**config.mk**
```make
export PLATFORM = sky130hd
export DESIGN_NAME = lcd_text_buffer_flat
export DESIGN_NICKNAME = d
export VERILOG_FILES = /design/src/rtl/lcd_text_buffer_if.sv /design/src/rtl/lcd_text_buffer.sv /design/src/flat_wrapper.sv
export SDC_FILE = /design/constraint.sdc
export NUM_CORES = 1
export LEC_CHECK = 0
export ABC_AREA = 1
export BUFFER_PORTS_ARGS = -buffer_cell sky130_fd_sc_hd__buf_2
export CAP_MARGIN = 0
export CORE_MARGIN = 2
export CORE_UTILIZATION = 33
export DETAILED_ROUTE_END_ITERATION = 12
export PLACE_DENSITY = 0.59
export SLEW_MARGIN = 5
export SYNTH_ARGS = -nofsm -noshare
export SYNTH_HDL_FRONTEND = slang
export SYNTH_SLANG_ARGS = --single-unit
```
**constraint.sdc**
```tcl
create_clock -name clk -period 2.5 [get_ports clk]
set_clock_uncertainty 0.05 [all_clocks]
set_input_delay 0.5 -clock clk [delete_from_list [all_inputs] [get_ports clk]]
set_output_delay 0.5 -clock clk [all_outputs]
set_load 0.01 [all_outputs]
```
**src/rtl/lcd_text_buffer_if.sv**
```systemverilog
// Byte-stream input and LCD-driver read port of lcd_text_buffer.
// Handshake: a byte transfers on a posedge where in_valid && in_ready; in_data may change while in_ready is low.
interface lcd_text_buffer_if;
    logic [7:0] in_data;
    logic       in_valid;
    logic       in_ready;
    logic [7:0] addr;
    logic       rd;
    logic [7:0] data;

    modport master (
        output in_data, in_valid, addr, rd,
        input  in_ready, data
    );

    modport slave (
        input  in_data, in_valid, addr, rd,
        output in_ready, data
    );
endinterface

```
**src/rtl/lcd_text_buffer.sv**
```systemverilog
// 2x16 character frame buffer with cursor engine feeding the SC1602 refresh driver.
// Optional feature macro: LCD_TEXT_BUFFER_SCROLL_EN (line-1 wrap/LF scrolls instead of homing).
module lcd_text_buffer #(
    parameter logic [7:0] FILL_CHAR = 8'h20,
    parameter logic [7:0] ESC_CODE  = 8'h1B
) (
    input  logic               clk,
    input  logic               resetn,
    lcd_text_buffer_if.slave   bus,
    output logic               cursor_line,
    output logic [3:0]         cursor_col,
    output logic               busy,
    output logic [1:0]         dbg_state_o
);

`ifdef LCD_TEXT_BUFFER_SCROLL_EN
    typedef enum logic [1:0] {IDLE, ESC, CLEAR, SCROLL} state_t;
`else
    typedef enum logic [1:0] {IDLE, ESC, CLEAR} state_t;
`endif

    state_t      state_q, state_d;
    logic        line_q, line_d;
    logic [3:0]  col_q, col_d;
    logic [4:0]  cnt_q, cnt_d;
    logic [7:0]  cells_q [32];

    logic        wr_en;
    logic [4:0]  wr_idx;
    logic [7:0]  wr_data;
    logic        accept;
    logic        printable;
    logic        line1_wrap;
    logic [4:0]  rd_idx;
    logic        rd_in_map;
    wire         unused_rd = bus.rd;

    assign bus.in_ready = resetn && (state_q == IDLE || state_q == ESC);
`ifdef LCD_TEXT_BUFFER_SCROLL_EN
    assign busy = resetn && (state_q == CLEAR || state_q == SCROLL);
`else
    assign busy = resetn && (state_q == CLEAR);
`endif
    assign accept      = bus.in_valid && bus.in_ready;
    assign printable   = (bus.in_data >= 8'h20 && bus.in_data <= 8'h7E) || (bus.in_data >= 8'hA0);
    assign cursor_line = line_q;
    assign cursor_col  = col_q;
    assign dbg_state_o = state_q;

    // Driver address map: line 0 at 0x00-0x0F, line 1 at 0x40-0x4F; the rest reads as blank.
    assign rd_in_map = !bus.addr[7] && (bus.addr[5:4] == 2'b00);
    assign rd_idx    = {bus.addr[6], bus.addr[3:0]};
    assign bus.data  = rd_in_map ? cells_q[rd_idx] : FILL_CHAR;

    always_comb begin
        state_d    = state_q;
        line_d     = line_q;
        col_d      = col_q;
        cnt_d      = cnt_q;
        wr_en      = 1'b0;
        wr_idx     = {line_q, col_q};
        wr_data    = bus.in_data;
        line1_wrap = 1'b0;

        case (state_q)
            IDLE: begin
                if (accept) begin
                    if (printable) begin
                        wr_en = 1'b1;
                        if (col_q != 4'd15) begin
                            col_d = col_q + 4'd1;
                        end else if (!line_q) begin
                            line_d = 1'b1;
                            col_d  = 4'd0;
                        end else begin
                            line1_wrap = 1'b1;
                        end
                    end else if (bus.in_data == 8'h0D) begin
                        col_d = 4'd0;
                    end else if (bus.in_data == 8'h0A) begin
                        col_d = 4'd0;
                        if (!line_q) begin
                            line_d = 1'b1;
                        end else begin
                            line1_wrap = 1'b1;
                        end
                    end else if (bus.in_data == 8'h08) begin
                        col_d = (col_q == 4'd0) ? 4'd0 : col_q - 4'd1;
                    end else if (bus.in_data == 8'h0C) begin
                        state_d = CLEAR;
                        cnt_d   = 5'd0;
                    end else if (bus.in_data == ESC_CODE) begin
                        state_d = ESC;
                    end
                end
            end
            ESC: begin
                if (accept) begin
                    line_d  = bus.in_data[4];
                    col_d   = bus.in_data[3:0];
                    state_d = IDLE;
                end
            end
            CLEAR: begin
                wr_en   = 1'b1;
                wr_idx  = cnt_q;
                wr_data = FILL_CHAR;
                if (cnt_q == 5'd31) begin
                    line_d  = 1'b0;
                    col_d   = 4'd0;
                    cnt_d   = 5'd0;
                    state_d = IDLE;
                end else begin
                    cnt_d = cnt_q + 5'd1;
                end
            end
`ifdef LCD_TEXT_BUFFER_SCROLL_EN
            SCROLL: begin
                if (cnt_q[3:0] == 4'd15) begin
                    line_d  = 1'b1;
                    col_d   = 4'd0;
                    cnt_d   = 5'd0;
                    state_d = IDLE;
                end else begin
                    cnt_d = cnt_q + 5'd1;
                end
            end
`endif
            default: state_d = IDLE;
        endcase

        // Running off the end of line 1 either scrolls or homes the cursor.
        if (line1_wrap) begin
`ifdef LCD_TEXT_BUFFER_SCROLL_EN
            state_d = SCROLL;
            cnt_d   = 5'd0;
`else
            line_d = 1'b0;
            col_d  = 4'd0;
`endif
        end
    end

    always_ff @(posedge clk) begin
        if (!resetn) begin
            state_q <= IDLE;
            line_q  <= 1'b0;
            col_q   <= 4'd0;
            cnt_q   <= 5'd0;
            for (int i = 0; i < 32; i++) begin
                cells_q[i] <= FILL_CHAR;
            end
        end else begin
            state_q <= state_d;
            line_q  <= line_d;
            col_q   <= col_d;
            cnt_q   <= cnt_d;
            if (wr_en) begin
                cells_q[wr_idx] <= wr_data;
            end
`ifdef LCD_TEXT_BUFFER_SCROLL_EN
            if (state_q == SCROLL) begin
                cells_q[{1'b0, cnt_q[3:0]}] <= cells_q[{1'b1, cnt_q[3:0]}];
                cells_q[{1'b1, cnt_q[3:0]}] <= FILL_CHAR;
            end
`endif
        end
    end

endmodule

```
**src/flat_wrapper.sv**
```systemverilog
// flat-port wrapper written by rule: the top's interface ports become plain ports
module lcd_text_buffer_flat 
#(
    parameter logic [7:0] FILL_CHAR = 8'h20,
    parameter logic [7:0] ESC_CODE  = 8'h1B
)
  (clk, resetn, cursor_line, cursor_col, busy, dbg_state_o, bus_in_data, bus_in_valid, bus_addr, bus_rd, bus_in_ready, bus_data);
  lcd_text_buffer_if bus_i ();
  input  logic clk;
  input  logic resetn;
  output logic cursor_line;
  output logic [3:0] cursor_col;
  output logic busy;
  output logic [1:0] dbg_state_o;
  input wire logic [$bits(bus_i.in_data)-1:0] bus_in_data;
  input wire logic [$bits(bus_i.in_valid)-1:0] bus_in_valid;
  input wire logic [$bits(bus_i.addr)-1:0] bus_addr;
  input wire logic [$bits(bus_i.rd)-1:0] bus_rd;
  output wire logic [$bits(bus_i.in_ready)-1:0] bus_in_ready;
  output wire logic [$bits(bus_i.data)-1:0] bus_data;
  assign bus_i.in_data = bus_in_data;
  assign bus_i.in_valid = bus_in_valid;
  assign bus_i.addr = bus_addr;
  assign bus_i.rd = bus_rd;
  assign bus_in_ready = bus_i.in_ready;
  assign bus_data = bus_i.data;
  lcd_text_buffer #(.FILL_CHAR(FILL_CHAR), .ESC_CODE(ESC_CODE)) u_core (.clk(clk), .resetn(resetn), .bus(bus_i), .cursor_line(cursor_line), .cursor_col(cursor_col), .busy(busy), .dbg_state_o(dbg_state_o));
endmodule
```
==> flow_metrics.env, run 1 <==
export IMPL_outcome="finished clean"
export IMPL_synthToLayoutAreaGrowth_pct=25.3
export IMPL_numCtsBuffers=29
export IMPL_die_width_um=202
export IMPL_synth_seq_area_share=0.612
export IMPL_die_height_um=202
export IMPL_ys_flop_type="edfxtp_1"
export IMPL_cp_start_kind="primary input"
export IMPL_max_freq_mhz=409
export IMPL_endpoint="bus_data[7]"
export IMPL_arrival_ns=1.90
export IMPL_wire_per_inst_um=17.6
export IMPL_ant_nets=0
export IMPL_fin_crit_ns=2.45
export IMPL_switchingPower_mw=2.52
export IMPL_grt_pass1_vias=10271
export IMPL_totalPowerFinal_mw=10.5
export IMPL_slew_headroom=0.586
export IMPL_setup_tns_ns=0
export IMPL_cts_sinks=268
export IMPL_switching_share=0.239
export IMPL_drc_errors=0
export IMPL_p_leak_nw=6.48
export IMPL_synth_edff_count=256
export IMPL_place_area_um2=14900
export IMPL_power_frac_comb=0.111
export IMPL_ys_types=40
export IMPL_avgSynthCellArea_um2=9.13
export IMPL_cp_end_kind="primary output"
export IMPL_rows=72
export IMPL_drive_gt1_frac=0.191
export IMPL_worst_r2r_endpoint="u_core.cells_q[21][1]"
export IMPL_pwr_density_cell_nw_per_um2=649
export IMPL_finalMaxSlewViolations=0
export IMPL_grt_pass1_wl_um=56200
export IMPL_h_tree_depth=1
export IMPL_setup_viol=0
export IMPL_peakVddDrop_uv=542
export IMPL_hold_slack_ns=0.194
export IMPL_pwr_share_seq=0.485
export IMPL_cts_root_buf="clkbuf_16"
export IMPL_place_inst=2019
export IMPL_ys_top_cells_by_area="edfxtp_1, nand2_1, nor2_1, nand3_1, clkbuf_1"
export IMPL_insertion_delay_ns=0.55
export IMPL_worst_pin_slew_ns=0.622
export IMPL_core_area_um2=38600
export IMPL_stdcell_count=2077
export IMPL_intPower_mw=8.01
export IMPL_drt_wl_total_um=36500
export IMPL_yosysWarnings=0
export IMPL_dieArea_um2=40800
export IMPL_fin_crit_sh=0.979
export IMPL_grt_overflow=0
export IMPL_syn_inst=1419
export IMPL_grt_setup_unrepaired="yes"
export IMPL_synth_area_um2=12900
export IMPL_gp_congestion=0.858
export IMPL_cp_max_fo=14
export IMPL_first_pass_iters=7
export IMPL_syn_nets=1447
export IMPL_vias=10459
export IMPL_rr_startpoint="u_core.dbg_state_o[0]"
export IMPL_clk_pin_slew_ns=0.06
export IMPL_p_clk_frac=0.404
export IMPL_hold_class="in2reg"
export IMPL_cts_tree="built"
export IMPL_grt_antenna_before_repair=0
export IMPL_fill_cells=3738
export IMPL_drtIter0Drc=1040
export IMPL_io_pins=37
export IMPL_max_clock_path_buffers=3
export IMPL_diodes=0
export IMPL_critPathKind="in2out"
export IMPL_hpwl_um=23400
export IMPL_grt_start_max_net_pins=46
export IMPL_initial_core_util=0.335
export IMPL_grt_usage=0.176
export IMPL_rr_worst_depth=13
export IMPL_viasPerCell=5.04
export IMPL_synth_top_area_cell="edfxtp_1"
export IMPL_cap_violations=0
export IMPL_final_area_um2=16200
export IMPL_timing_final_hold_violations=0
export IMPL_final_nets=1566
export IMPL_port_buffers=35
export IMPL_critical_path_required_ns=1.95
export IMPL_netlist_area_leader_share=0.594
export IMPL_startpoint="bus_addr[1]"
export IMPL_regToRegSetupSlack_ns=0.15
export IMPL_ys_ff_latch=268
export IMPL_async_flop_share=0
[critical path, cell delays in order]
cell and delay (ns):
buf_6 0.14, inv_8 0.08, buf_12 0.15, buf_6 0.13, o21ai_0 0.08, o22ai_1 0.21, nor2_1 0.08, o21a_1 0.22
nor2_4 0.14, buf_2 0.14
[sequential cells by signal, indices dropped and copies added (netlist names)]
signal and count:
u_core.cnt_q 5, u_core.cursor_col 4, u_core.cells_q 256, u_core.cursor_line 1, u_core.dbg_state_o 2
[Yosys cell counts, types with 5 or more instances]
cell,n
o21a_1,5
a21oi_1,21
clkbuf_1,75
o21ai_0,52
o22ai_1,5
ha_1,8
nor2_1,333
dfxtp_1,12
o211ai_1,12
nand4_1,6
inv_1,39
edfxtp_1,256
nand2_1,347
nand2_2,5
nand3_1,195
[cell families after synthesis]
group	Yosys count	share of synthesized area
flops	268	0.612
xor+xnor	3	0.00203
simple gates	908	0.293
buf+inv	131	0.0404
compound gates	101	0.0446
fa+ha+maj	8	0.00773
[layout make-up]
class / instances / area, um2 / area share
flip-flops and latches: 268 / 7930 / 0.489
clock buffers: 36 / 752 / 0.0463
repair buffers: 176 / 1840 / 0.113
multi-input cells: 1020 / 4700 / 0.289
inverters: 43 / 181 / 0.0112
clock inverters: 16 / 184 / 0.0113
well taps: 518 / 648 / 0.0399
[power groups by stage]
| stage | combinational, mW | sequential, mW | clock (mW) |
|---|---|---|---|
| floorplan | 0.585 | 5.19 | 0 |
| global placement | 1.06 | 5.19 | 0 |
| detailed placement | 1.08 | 5.20 | 0 |
| CTS | 1.14 | 5.10 | 4.32 |
| global route | 1.28 | 5.12 | 4.47 |
| finish | 1.17 | 5.10 | 4.25 |
[how the worst min path moves through the flow]
stage	from	end	depth (start not counted)
2_1_floorplan	u_core.cnt_q[3]	u_core.cnt_q[3]	2
6_report	resetn	u_core.cnt_q[3]	3
5_1_grt	resetn	u_core.cnt_q[3]	3
3_5_place_dp	u_core.cnt_q[3]	u_core.cnt_q[3]	2
3_3_place_gp	u_core.cnt_q[3]	u_core.cnt_q[3]	2
4_1_cts	resetn	u_core.cnt_q[3]	3
[placed cells by master, fill, tap and decap left out, types with 5 or more instances in the layout]
cell	n
o21ai_2	7
clkinv_1	7
clkbuf_16	31
a21oi_1	15
o21ai_0	40
o21ai_1	8
o211ai_1	12
buf_12	34
clkbuf_1	7
o21a_1	5
buf_2	32
edfxtp_1	256
nand2_2	29
buf_4	94
buf_6	7
ha_1	7
dfxtp_1	12
nor2_4	5
nand3_1	185
nand2_1	323
nor2_1	326
a21oi_2	6
nand4_1	6
nor2_2	8
inv_1	38
nand3_2	10
[per-stage QoR]
stage | setup slack (ns) | util
floorplan | -0.0477 | -
global placement | -0.153 | 0.385
detailed placement | -0.130 | 0.385
CTS | 0.00581 | 0.415
global route | -0.0247 | 0.420
finish | 0.0532 | 0.420
[timing repair]
item / in CTS / in global routing
pin swaps: 7 / 15
buffers inserted: 1 / 1
cloned: 4 / 2
resized for setup: 35 / 53
hold buffers: 0 / 0
endpoints found under the setup margin: 32 / 266
[layer usage]
metal  up-vias  part of all wire  wire length [um]  global-route usage
li1       5024                 -                 -                   -
met1      5019              0.42             15300               0.234
met2       353              0.48             17600               0.303
met3        63             0.071              2590              0.0248
met4         0             0.025               919              0.0481
met5         -                 0                 0                   0
(Power assumes the default switching activity.)
==> run 2, diff against run 1 <==
Settings changed: CORE_UTILIZATION 33 to 50, PLACE_DENSITY 0.59 to 0.79.
==> run 2 against run 1 <==
  * Critical path type unchanged
  * Cell area shrank 3.6%
  * Total power shrank 3.4%
  * Flip-flop and latch count is the same
  * Global-route usage grew 8.4 points
  * Sequential share of layout area grew 1.8 points
  * Die area shrank 33%
  * Critical path depth is the same
  * Wire length grew 1.3%
  * Maximum frequency shrank 3.5%
  * Clock power shrank 7.3%
  * Count of clock-buffer cells in the layout shrank 3
  * The run now ends with negative setup slack left
==> flow_metrics.env, run 2 (same netlist as run 1, synthesis figures left out) <==
export IMPL_cts_tree="built"
export IMPL_seq_area_um2=7930
export IMPL_h_tree_depth=1
export IMPL_cts_sinks=268
export IMPL_multi_input_area_um2=4700
export IMPL_place_area_um2=14200
export IMPL_fin_crit_ns=2.54
export IMPL_gp_congestion=0.896
export IMPL_final_cell_mix="nor2_1, nand2_1, edfxtp_1"
export IMPL_peakVddDrop_uv=739
export IMPL_fin_ws_ns=-0.0365
export IMPL_worst_pin_slew_ns=0.704
export IMPL_cp_start_kind="primary input"
export IMPL_drc_errors=0
export IMPL_fin_crit_sh=1.01
export IMPL_dieArea_um2=27200
export IMPL_ant_nets=0
export IMPL_outcome="complete, but fails checks"
export IMPL_critPathBufInv=5
export IMPL_grt_pass1_vias=10336
export IMPL_drt_wl_total_um=36900
export IMPL_numCtsBuffers=27
export IMPL_setup_viol=1
export IMPL_path_delay_family="buffers and inverters"
export IMPL_synthToLayoutAreaGrowth_pct=20.7
export IMPL_max_freq_mhz=394
export IMPL_slew_headroom=0.531
export IMPL_critPathKind="in2out"
export IMPL_first_pass_iters=6
export IMPL_worstPathCellList="buf_6 -> clkinvlp_4 -> clkbuf_16 -> buf_6 -> nand3_1 -> nand3_1 -> a21oi_1 -> o21ai_1 -> nor2_1 -> buf_2"
export IMPL_grt_start_max_net_pins=41
export IMPL_final_common_cell="nor2_1"
export IMPL_violations="negative setup slack"
export IMPL_pwr_density_cell_nw_per_um2=651
export IMPL_grt_overflow=0
export IMPL_grt_usage=0.260
export IMPL_rows=58
export IMPL_die_width_um=165
export IMPL_arrival_ns=1.99
export IMPL_drtIter0Drc=1606
export IMPL_cts_root_buf="clkbuf_16"
export IMPL_top_register="u_core.cells_q"
export IMPL_timing_final_hold_violations=0
export IMPL_finalMaxSlewViolations=0
export IMPL_grt_antenna_before_repair=0
export IMPL_final_nets=1547
export IMPL_initial_core_util=0.511
export IMPL_diodes=0
export IMPL_critPathMaxStageDelay_ns=0.22
export IMPL_hold_class="in2reg"
export IMPL_vias=10964
export IMPL_critical_path_required_ns=1.95
export IMPL_fill_cells=1905
export IMPL_p_leak_nw=6.31
export IMPL_grt_pass1_wl_um=54400
export IMPL_fin_util=0.617
export IMPL_max_clock_path_buffers=3
export IMPL_drive_gt1_frac=0.190
export IMPL_insertion_delay_ns=0.55
export IMPL_dp_slack_ns=-0.0652
export IMPL_cp_end_kind="primary output"
export IMPL_hpwl_um=21700
export IMPL_grt_setup_unrepaired="yes"
export IMPL_cap_violations=0
export IMPL_largest_reg_flops=256
export IMPL_wire_per_inst_um=19.7
export IMPL_die_height_um=165
export IMPL_viasPerCell=5.86
export IMPL_core_area_um2=25300
export IMPL_final_area_um2=15600
export IMPL_cp_max_fo=8
export IMPL_cpMaxStageDelayCell="clkbuf_16"
export IMPL_clk_pin_slew_ns=0.07
export IMPL_io_pins=37
export IMPL_port_buffers=35
[run 2: cell types whose count changed in the layout (fill, tap and decap cells not counted), moves of 3 or more]
| cell | change |
|---|---|
| nand2_2 | +10 |
| o21ai_0 | -4 |
| nor2_2 | +4 |
| nand2_1 | -10 |
| buf_12 | -10 |
| clkinv_2 | +3 |
| buf_4 | -3 |
| buf_6 | -4 |
| nor2_4 | -3 |
| buf_8 | -3 |
[run 2: power by group]
group	internal (mW)	total, mW	switching [mW]	leakage, nW
logic	0.377	1.13	0.755	3.26
clock network	2.21	3.94	1.73	0.422
registers	5.06	5.11	0.0506	2.63
[run 2: worst min-delay path, delay by kind of cell]
| kind | cells | cell delay (ns) |
|---|---|---|
| buf+inv | 2 | 0.20 |
| compound gates | 1 | 0.05 |
[run 2: what timing repair did]
item                       CTS  global route
setup endpoints to repair  133           255
buffers inserted             0            11
hold buffers                 0             0
gates resized for setup     16            73
pin swaps                    1             8
gates cloned                 1             6
[run 2: final timing paths]
check                                            from                    end  cells past startpoint  slack, ns
worst max-delay path                      bus_addr[1]            bus_data[7]                     10      -0.04
worst max register to register  u_core.dbg_state_o[0]   u_core.cells_q[6][4]                      8       0.17
worst min register to register        u_core.cnt_q[3]        u_core.cnt_q[3]                      2       0.43
worst min-delay path                           resetn  u_core.dbg_state_o[0]                      3       0.21
[run 2: area by class of cell]
class                           instances  area share
Timing Repair Buffer                  159       0.100
Inverter                               43      0.0114
Clock buffer                           33      0.0447
Clock inverter                         17     0.00960
Multi-Input combinational cell       1020       0.301
Tap cell                              330      0.0264
Sequential cell                       268       0.507
[run 2: routing by layer]
metal,GRT usage,up-vias,part of all wire
met2,0.437,721,0.49
met4,0.106,0,0.039
met3,0.0311,111,0.11
met1,0.345,5147,0.36
met5,0,-,0
li1,-,4985,-
[run 2: through the flow]
| step | hold slack [ns] | std cells | power, mW | setup TNS, ns |
|---|---|---|---|---|
| detailed placement | 0.417 | 1802 | 6.18 | -2.43 |
| global placement | 0.406 | 1802 | 6.15 | -0.117 |
| finish | 0.207 | 1870 | 10.2 | -0.0365 |
| floorplan | 0.394 | 1419 | 5.77 | -4.21 |
| CTS | 0.200 | 1853 | 10.1 | 0 |
| global route | 0.246 | 1870 | 10.5 | -0.308 |
